[src/rtl/e203_dtcm_sram_initiator.sv]
// ICB-to-SRAM bridge for the E203 DTCM: single-cycle SRAM access with a 2-entry
// fall-through response FIFO, credit-based command flow control and light-sleep entry.
module e203_dtcm_sram_initiator #(
  parameter int          AW        = 14,
  parameter int          DW        = 32,
  parameter logic [31:0] BASE_ADDR = 32'h9000_0000,
  parameter int          LS_IDLE   = 8
) (
  input  logic              clk,
  input  logic              rst_n,
  input  logic              icb_cmd_valid,
  output logic              icb_cmd_ready,
  input  logic              icb_cmd_read,
  input  logic [31:0]       icb_cmd_addr,
  input  logic [DW-1:0]     icb_cmd_wdata,
  input  logic [DW/8-1:0]   icb_cmd_wmask,
  output logic              icb_rsp_valid,
  input  logic              icb_rsp_ready,
  output logic [DW-1:0]     icb_rsp_rdata,
  output logic              icb_rsp_err,
  output logic              ram_cs,
  output logic              ram_we,
  output logic [AW-1:0]     ram_addr,
  output logic [DW/8-1:0]   ram_wem,
  output logic [DW-1:0]     ram_din,
  input  logic [DW-1:0]     ram_dout,
  output logic              ram_sd,
  output logic              ram_ds,
  output logic              ram_ls
);

  localparam int         MW        = DW / 8;
  localparam logic [7:0] IDLE_LAST = 8'(LS_IDLE - 1);

  typedef enum logic [1:0] {
    ST_ACTIVE,
    ST_LS,
    ST_WAKE
  } state_e;

  typedef struct packed {
    logic [DW-1:0] rdata;
    logic          err;
  } rsp_t;

  state_e     state;
  logic [7:0] idle_cnt;

  logic inflight;
  logic inflight_rd;
  logic inflight_err;

  rsp_t       fifo_mem [2];
  logic       wptr;
  logic       rptr;
  logic [1:0] fifo_count;

  logic [1:0] credits;
  logic       in_region;
  logic       cmd_hs;
  logic       ram_access;
  logic       ram_write;
  logic       push;
  logic       pop;
  rsp_t       push_data;
  rsp_t       head;

  // Byte-offset bits never reach a word-addressed RAM.
  logic unused_addr_bits;
  assign unused_addr_bits = ^icb_cmd_addr[1:0];

  assign in_region = (icb_cmd_addr[31:AW+2] == BASE_ADDR[31:AW+2]);
  assign credits   = fifo_count + {1'b0, inflight};

  // Ready depends only on registered state, never on icb_rsp_ready.
  assign icb_cmd_ready = rst_n && (state == ST_ACTIVE) && (credits < 2'd2);
  assign cmd_hs        = icb_cmd_valid & icb_cmd_ready;
  assign ram_access    = cmd_hs & in_region;
  assign ram_write     = ram_access & ~icb_cmd_read;

  assign ram_cs   = ram_access;
  assign ram_we   = ram_write;
  assign ram_addr = icb_cmd_addr[AW+1:2];
  assign ram_wem  = ram_write ? icb_cmd_wmask : {MW{1'b0}};
  assign ram_din  = icb_cmd_wdata;
  assign ram_sd   = 1'b0;
  assign ram_ds   = 1'b0;
  assign ram_ls   = (state == ST_LS);

  // NOTE: every always_comb output gets a default first so no latch is inferred.
  always_comb begin
    push_data       = '0;
    push_data.err   = inflight_err;
    if (inflight_rd) push_data.rdata = ram_dout;
  end

  assign push = inflight;

  // Fall-through: with the FIFO empty the entry being pushed is the head,
  // giving a one-cycle command-to-response latency.
  assign head          = (fifo_count != 2'd0) ? fifo_mem[rptr] : push_data;
  assign icb_rsp_valid = rst_n & ((fifo_count != 2'd0) | inflight);
  assign icb_rsp_rdata = icb_rsp_valid ? head.rdata : '0;
  assign icb_rsp_err   = icb_rsp_valid & head.err;
  assign pop           = icb_rsp_valid & icb_rsp_ready;

  // NOTE: FIFO storage has no reset; the count gates every read of it, which
  // keeps the reset tree off the data bits.
  always_ff @(posedge clk) begin
    if (push) fifo_mem[wptr] <= push_data;
  end

  // NOTE: sequential state uses non-blocking assignments so all flops see
  // the pre-edge values regardless of statement order.
  always_ff @(posedge clk) begin
    if (!rst_n) begin
      state        <= ST_ACTIVE;
      idle_cnt     <= 8'd0;
      inflight     <= 1'b0;
      inflight_rd  <= 1'b0;
      inflight_err <= 1'b0;
      wptr         <= 1'b0;
      rptr         <= 1'b0;
      fifo_count   <= 2'd0;
    end else begin
      inflight     <= cmd_hs;
      inflight_rd  <= ram_access & icb_cmd_read;
      inflight_err <= cmd_hs & ~in_region;

      if (push) wptr <= ~wptr;
      if (pop)  rptr <= ~rptr;
      case ({push, pop})
        2'b10:   fifo_count <= fifo_count + 2'd1;
        2'b01:   fifo_count <= fifo_count - 2'd1;
        default: fifo_count <= fifo_count;
      endcase

      case (state)
        ST_ACTIVE: begin
          if (cmd_hs || inflight) begin
            idle_cnt <= 8'd0;
          end else if (idle_cnt == IDLE_LAST) begin
            // Saturate here until buffered responses have drained.
            if (fifo_count == 2'd0) begin
              state    <= ST_LS;
              idle_cnt <= 8'd0;
            end
          end else begin
            idle_cnt <= idle_cnt + 8'd1;
          end
        end
        ST_LS: begin
          if (icb_cmd_valid) state <= ST_WAKE;
        end
        ST_WAKE: begin
          state    <= ST_ACTIVE;
          idle_cnt <= 8'd0;
        end
        default: begin
          state    <= ST_ACTIVE;
          idle_cnt <= 8'd0;
        end
      endcase
    end
  end

endmodule

[config.mk]
export PLATFORM = sky130hd
export DESIGN_NAME = e203_dtcm_sram_initiator
export DESIGN_NICKNAME = d
export VERILOG_FILES = /design/src/rtl/e203_dtcm_sram_initiator.sv
export SDC_FILE = /design/constraint.sdc
export NUM_CORES = 1
export LEC_CHECK = 0
export CORE_MARGIN = 4
export CORE_UTILIZATION = 42
export CTS_BUF_LIST = sky130_fd_sc_hd__clkbuf_16
export DETAILED_ROUTE_END_ITERATION = 7
export PLACE_DENSITY = 0.82
export SYNTH_ARGS = -nofsm -noshare
export SYNTH_HDL_FRONTEND = slang
export SYNTH_SLANG_ARGS = --single-unit
[constraint.sdc]
create_clock -name clk -period 3.1 [get_ports clk]
set_input_delay 0.775 -clock clk [delete_from_list [all_inputs] [get_ports clk]]
set_output_delay 0.775 -clock clk [all_outputs]
set_load 0.03 [all_outputs]
# Word-level counts from Yosys, hierarchy flattened

Memories as Yosys holds them, arrays and structs flattened. A register that Yosys moved wholly into a read port is not among the register bits.
Cells that the tools add are included.

Bits in latches: 0
Memories: 1
Bits of input ports: 105
Register bits after elaboration: 17
Memory bits (writable): 66
Memory bits (read-only): 0

Memory list:

| memory   | words | bits a word | read ports | clocked after Yosys merged registers in | write ports | RTL line | RTL |
|---|---|---|---|---|---|---|---|
| fifo_mem | 2     | 33          | 1          | 1                                       | 1           | 53       | `rsp_t fifo_mem [2];` |

Div/mod/pow operators: 0
Shift-type cells: 0
Mux-type cells: 18
$add $sub $neg: 4
Reductions and logical operators: 9
Multipliers: 0
Order comparisons: 1
Bitwise gates (word level): 14
Eq/ne operators: 10

Operator list:

| operator                                               | count |
|---|---|
| two-way mux 32 bit                                     | 2 |
| two-way mux 33 bit                                     | 1 |
| two-way mux 8 bit                                      | 3 |
| equality test 16 bit (second input constant)           | 1 |
| case mux 8 bit (2 select lines)                        | 1 |
| adder 8 x 1 -> 8 bit (second input constant)           | 1 |
| bitwise AND 1 bit                                      | 8 |
| equality test 8 x 3 -> 1 bit (second input constant)   | 1 |
| two-way mux 2 bit                                      | 4 |
| case mux 2 bit (2 select lines)                        | 2 |
| inverter 1 bit                                         | 5 |
| equality test 2 x 1 -> 1 bit (second input constant)   | 2 |
| zero test 2 bit                                        | 2 |
| two-way mux 1 bit                                      | 4 |
| two-way mux 4 bit                                      | 1 |
| inequality test 2 x 1 -> 1 bit (second input constant) | 2 |
| inequality test 2 bit (second input constant)          | 2 |
| inequality test 4 x 3 -> 1 bit (second input constant) | 1 |
| AND reduction 4 bit                                    | 1 |
| nonzero test 2 bit                                     | 2 |
| adder 2 x 1 -> 2 bit                                   | 1 |
| adder 2 x 1 -> 2 bit (second input constant)           | 1 |
| equality test 2 bit (second input constant)            | 1 |
| logical AND 1 bit                                      | 2 |
| 5 further kinds                                        | 5 |

# Depth between registers and ports, before layout

Depth after elaboration: 7
Mapped depth: 9
Gate-level depth less buffers: 8

# Worst setup path before layout

No wires, ideal clock.

Path type: input to output
From: input rst_n
To: output ram_wem[0]
Buffers on the path: 1
Data arrival time: 2552 ps
Data required time: 2325 ps
Slack: -227 ps
Cell stages on the path: 6
Path through: buf_2 > nand2b_1 > a211oi_2 > nand2_1 > nor3_4 > and2_1

Word-level cells in the longest chain between the ends: 6

RTL lines:

| element                        | RTL line | RTL |
|---|---|---|
| start, declared                | 10       | `input logic rst_n,` |
| logical AND 1 bit (2 in a row) | 76       | `assign icb_cmd_ready = rst_n && (state == ST_ACTIVE) && (credits < 2'd2);` |
| via icb_cmd_ready              | 12       | `output logic icb_cmd_ready,` |
| bitwise AND 1 bit              | 77       | `assign cmd_hs = icb_cmd_valid & icb_cmd_ready;` |
| bitwise AND 1 bit              | 78       | `assign ram_access = cmd_hs & in_region;` |
| bitwise AND 1 bit              | 79       | `assign ram_write = ram_access & ~icb_cmd_read;` |
| via ram_we                     | 22       | `output logic ram_we,` |
| two-way mux 4 bit              | 84       | `assign ram_wem = ram_write ? icb_cmd_wmask : {MW{1'b0}};` |
| end, declared                  | 24       | `output logic [DW/8-1:0] ram_wem,` |

The timed path passes the listed nets, and every way through them passes these cells.

# Worst setup path in the final report

From: input icb_cmd_addr[30]
To: output ram_wem[0]

Word-level cells in the longest chain between the ends: 4

RTL lines:

| element              | RTL line | RTL |
|---|---|---|
| start, declared      | 14       | `input logic [31:0] icb_cmd_addr,` |
| equality test 16 bit | 72       | `assign in_region = (icb_cmd_addr[31:AW+2] == BASE_ADDR[31:AW+2]);` |
| bitwise AND 1 bit    | 78       |  |
| bitwise AND 1 bit    | 79       |  |
| two-way mux 4 bit    | 84       |  |

No other way between the ends.

==> results.md <==
* DIE WIDTH at 109 microns
* Critical Path End Type: output port
* Post-Synth Simple-Gate Area at 0.150
* CTS sink count at 84
* Pre-CTS WS at -91.2 ps
* Design Power at 3.04 mW
* Die ar. at 0.0119 sq mm
* Arrival time of the worst setup path at 2240 ps
* Vias at 2912
* Antenna diodes at 0
* Most common cell after layout, fill and taps aside: edfxtp_1
* Area of the mapped netlist at 0.00427 sq mm
* Area grow syn2layout at 27.9%
* HPWL after detailed placement at 6270 microns
* Ys Warns at 0
* Max-Cap Viols at 0
* Row cnt at 36
* RSZ-0062 raised after global routing: false
* Crit Path Category: in2out
* Final WL at 9000 microns
* Syn Area/Cell at 11.4 sq um
* Post-synthesis sequential area ratio at 0.548
* Vias/cell at 5.12
* Period Utilization, post-route at 0.972
* Insertion delay to the later sink of the worst-skew pair at 330 ps
* Post-synthesis compound-gate area fraction at 0.0943
* Area of the multi-input gates at 0.00153 sq mm
* First-pass GRT wire length at 14000 microns
* Post-synth cell types at 42
* Final Hold Fails at 0
* DRC Markers at 0
* Post-synthesis mux area share at 0.0799
* GRT Util Overall at 0.153
* Vias in the first global route at 2916
* Hold crit path type: reg2reg
* Core area at 0.00982 sq mm
* Max rail drop VDD at 244 uV
* Leak Pwr at 2.07 nW
* I/O pin count at 195
* FF+latch area at 0.00234 sq mm
* DRT Pass-1 Iters at 4
* Total gr overflow at 0
* Hold-fix buffers, CTS at 0
* Setup Viol. Count Final at 0
* CP required at 2320 ps
* H-tree Lvls at 3
* Relative slew slack at 0.317
* I/O Buffers at 98
* FMAX at 0.332 GHz
* Pwr dens at 556 mW/mm^2
* Starting density of the core at 0.435
* Detail Route Antenna Nets at 0
* Critical Path Source Type: input pin
* Adder-cell share of the synthesized area at 0.00586
* Clock root cell: clkbuf_16
* Layout fillers at 835
* CTS tree: built
* Largest net degree at the start of global routing at 67
* Outcome: finished clean
* Clock skew at 5.37 ps
* Critical Path Fanout Max at 5
* Top_reg_cell synth: edfxtp_1
* Placer Congestion at 0.810
* Worst Tran Pin Value at 1020 ps
* NumNets Final at 538
* Most frequent cells in the layout: edfxtp_1, clkdlybuf4s50_1, buf_4
* Clock-pin transition on the worst setup and hold timing paths at 60 ps
* Routed length per placed instance at 15.8 microns
* Sum Neg Setup Slack at 0 ps
* Main combinational cell family by area after synthesis: simple AND/OR/NAND/NOR gates
* Number of DRC markers in iteration 0 at 168
* Async SR Flop Fraction at 0
* Min Tclk post-route at 3010 ps
* Number of synthesized flops with an enable pin at 66
* Initial antenna violation count at 0
* Chip Height at 109 microns
* Clock Tree Buf Depth at 2
* Cell count after synthesis at 374
* Setup WS post-layout at 86.5 ps
* Final slew viol count at 0
* Synth Area in XOR/XNOR at 0.0102
* Number of synthesized register bits at 84
* CTS Buf Count at 9
* Share of cells above drive strength 1 at 0.211
## power breakdown
part           total, mW  leakage, nW  internal, mW  switching [mW]
registers           1.28        0.827          1.26          0.0263
clock network       1.07        0.156         0.662           0.406
logic              0.689         1.09         0.297           0.392
total               3.04         2.07          2.22           0.824
## sequential cells by signal, indices dropped and copies added, names as in the netlist, named ones only
| signal | count |
|---|---|
| fifo_count | 2 |
| inflight_rd | 1 |
| inflight | 1 |
| wptr | 1 |
| idle_cnt | 8 |
| state | 2 |
| inflight_err | 1 |
| rptr | 1 |
| fifo_mem | 66 |
## worst max-delay path: stages
cell             delay, ps
clkdlybuf4s50_1        450
nor4b_4                230
nand4_1                110
buf_4                  170
nor3_4                 190
and2_4                 190
buf_6                  120
## layout make-up
class / count / area share
repair buffers: 113 / 0.201
inverters: 7 / 0.00481
clock inverters: 6 / 0.00961
flip-flops and latches: 84 / 0.429
well taps: 133 / 0.0304
clock buffers: 10 / 0.0458
multi-input cells: 216 / 0.280
## layer usage
layer / up-vias / routed length [microns] / global-route usage / part of all wire
met5: - / 0 / 0 / 0
met1: 1360 / 3610 / 0.174 / 0.40
met4: 0 / 172 / 0.0640 / 0.019
li1: 1409 / - / - / -
met3: 25 / 706 / 0.0503 / 0.078
met2: 118 / 4510 / 0.264 / 0.50
## cells by family after synthesis
family,Yosys count
AND/OR/NAND/NOR,120
buffers and inverters,75
multiplexers,34
AO/OA/AOI/OAI,53
XOR/XNOR,5
other,1
adder cells (fa/ha/maj),2
flip-flops,84
## metrics by stage
| step | instances | area, sq um | utilization | hold WS (ps) |
|---|---|---|---|---|
| 2_1_floorplan | 375 | 4310 | - | 426 |
| 3_3_place_gp | 551 | 5080 | 0.518 | 455 |
| 3_5_place_dp | 551 | 5080 | 0.518 | 463 |
| 4_1_cts | 569 | 5430 | 0.553 | 478 |
| 5_1_grt | 569 | 5470 | 0.557 | 521 |
| 6_report | 569 | 5470 | 0.557 | 473 |
## Yosys cell counts (all sizes together), types with 2 or more instances
cell type,count,area share
inv,7,0.0061
a22o,2,0.0041
edfxtp,66,0.46
nor3,3,0.0062
a211oi,34,0.061
and3,7,0.010
nand2b,2,0.0029
or4,2,0.0035
mux2i,33,0.077
nor2,44,0.039
dfxtp,18,0.084
xnor2,4,0.0082
nand2,6,0.0053
ha,2,0.0059
a21oi,2,0.0023
and2,40,0.059
clkbuf,11,0.0097
nor4,3,0.0044
nand3,6,0.0070
nor4b,2,0.0041
buf,57,0.095
o21ai,8,0.013
a31oi,3,0.0044
## worst paths after layout
kind	slack [ps]	cells after the start	startpoint	to
setup reg to reg	800	8	fifo_count[1]$_SDFFE_PN0P_	fifo_count[1]$_SDFFE_PN0P_
hold / removal	470	0	inflight_err$_SDFF_PN0_	fifo_mem[1][0]$_DFFE_PP_
hold reg to reg	470	0	inflight_err$_SDFF_PN0_	fifo_mem[1][0]$_DFFE_PP_
setup / recovery	90	7	icb_cmd_addr[30]	ram_wem[0]
## timing repair
action | CTS | global route
pin swaps | 6 | 7
resized for setup | 8 | 9
setup endpoints to repair | 4 | 7
setup buffers | 2 | 0
No activity file was read; power rests on OpenSTA's default activity.
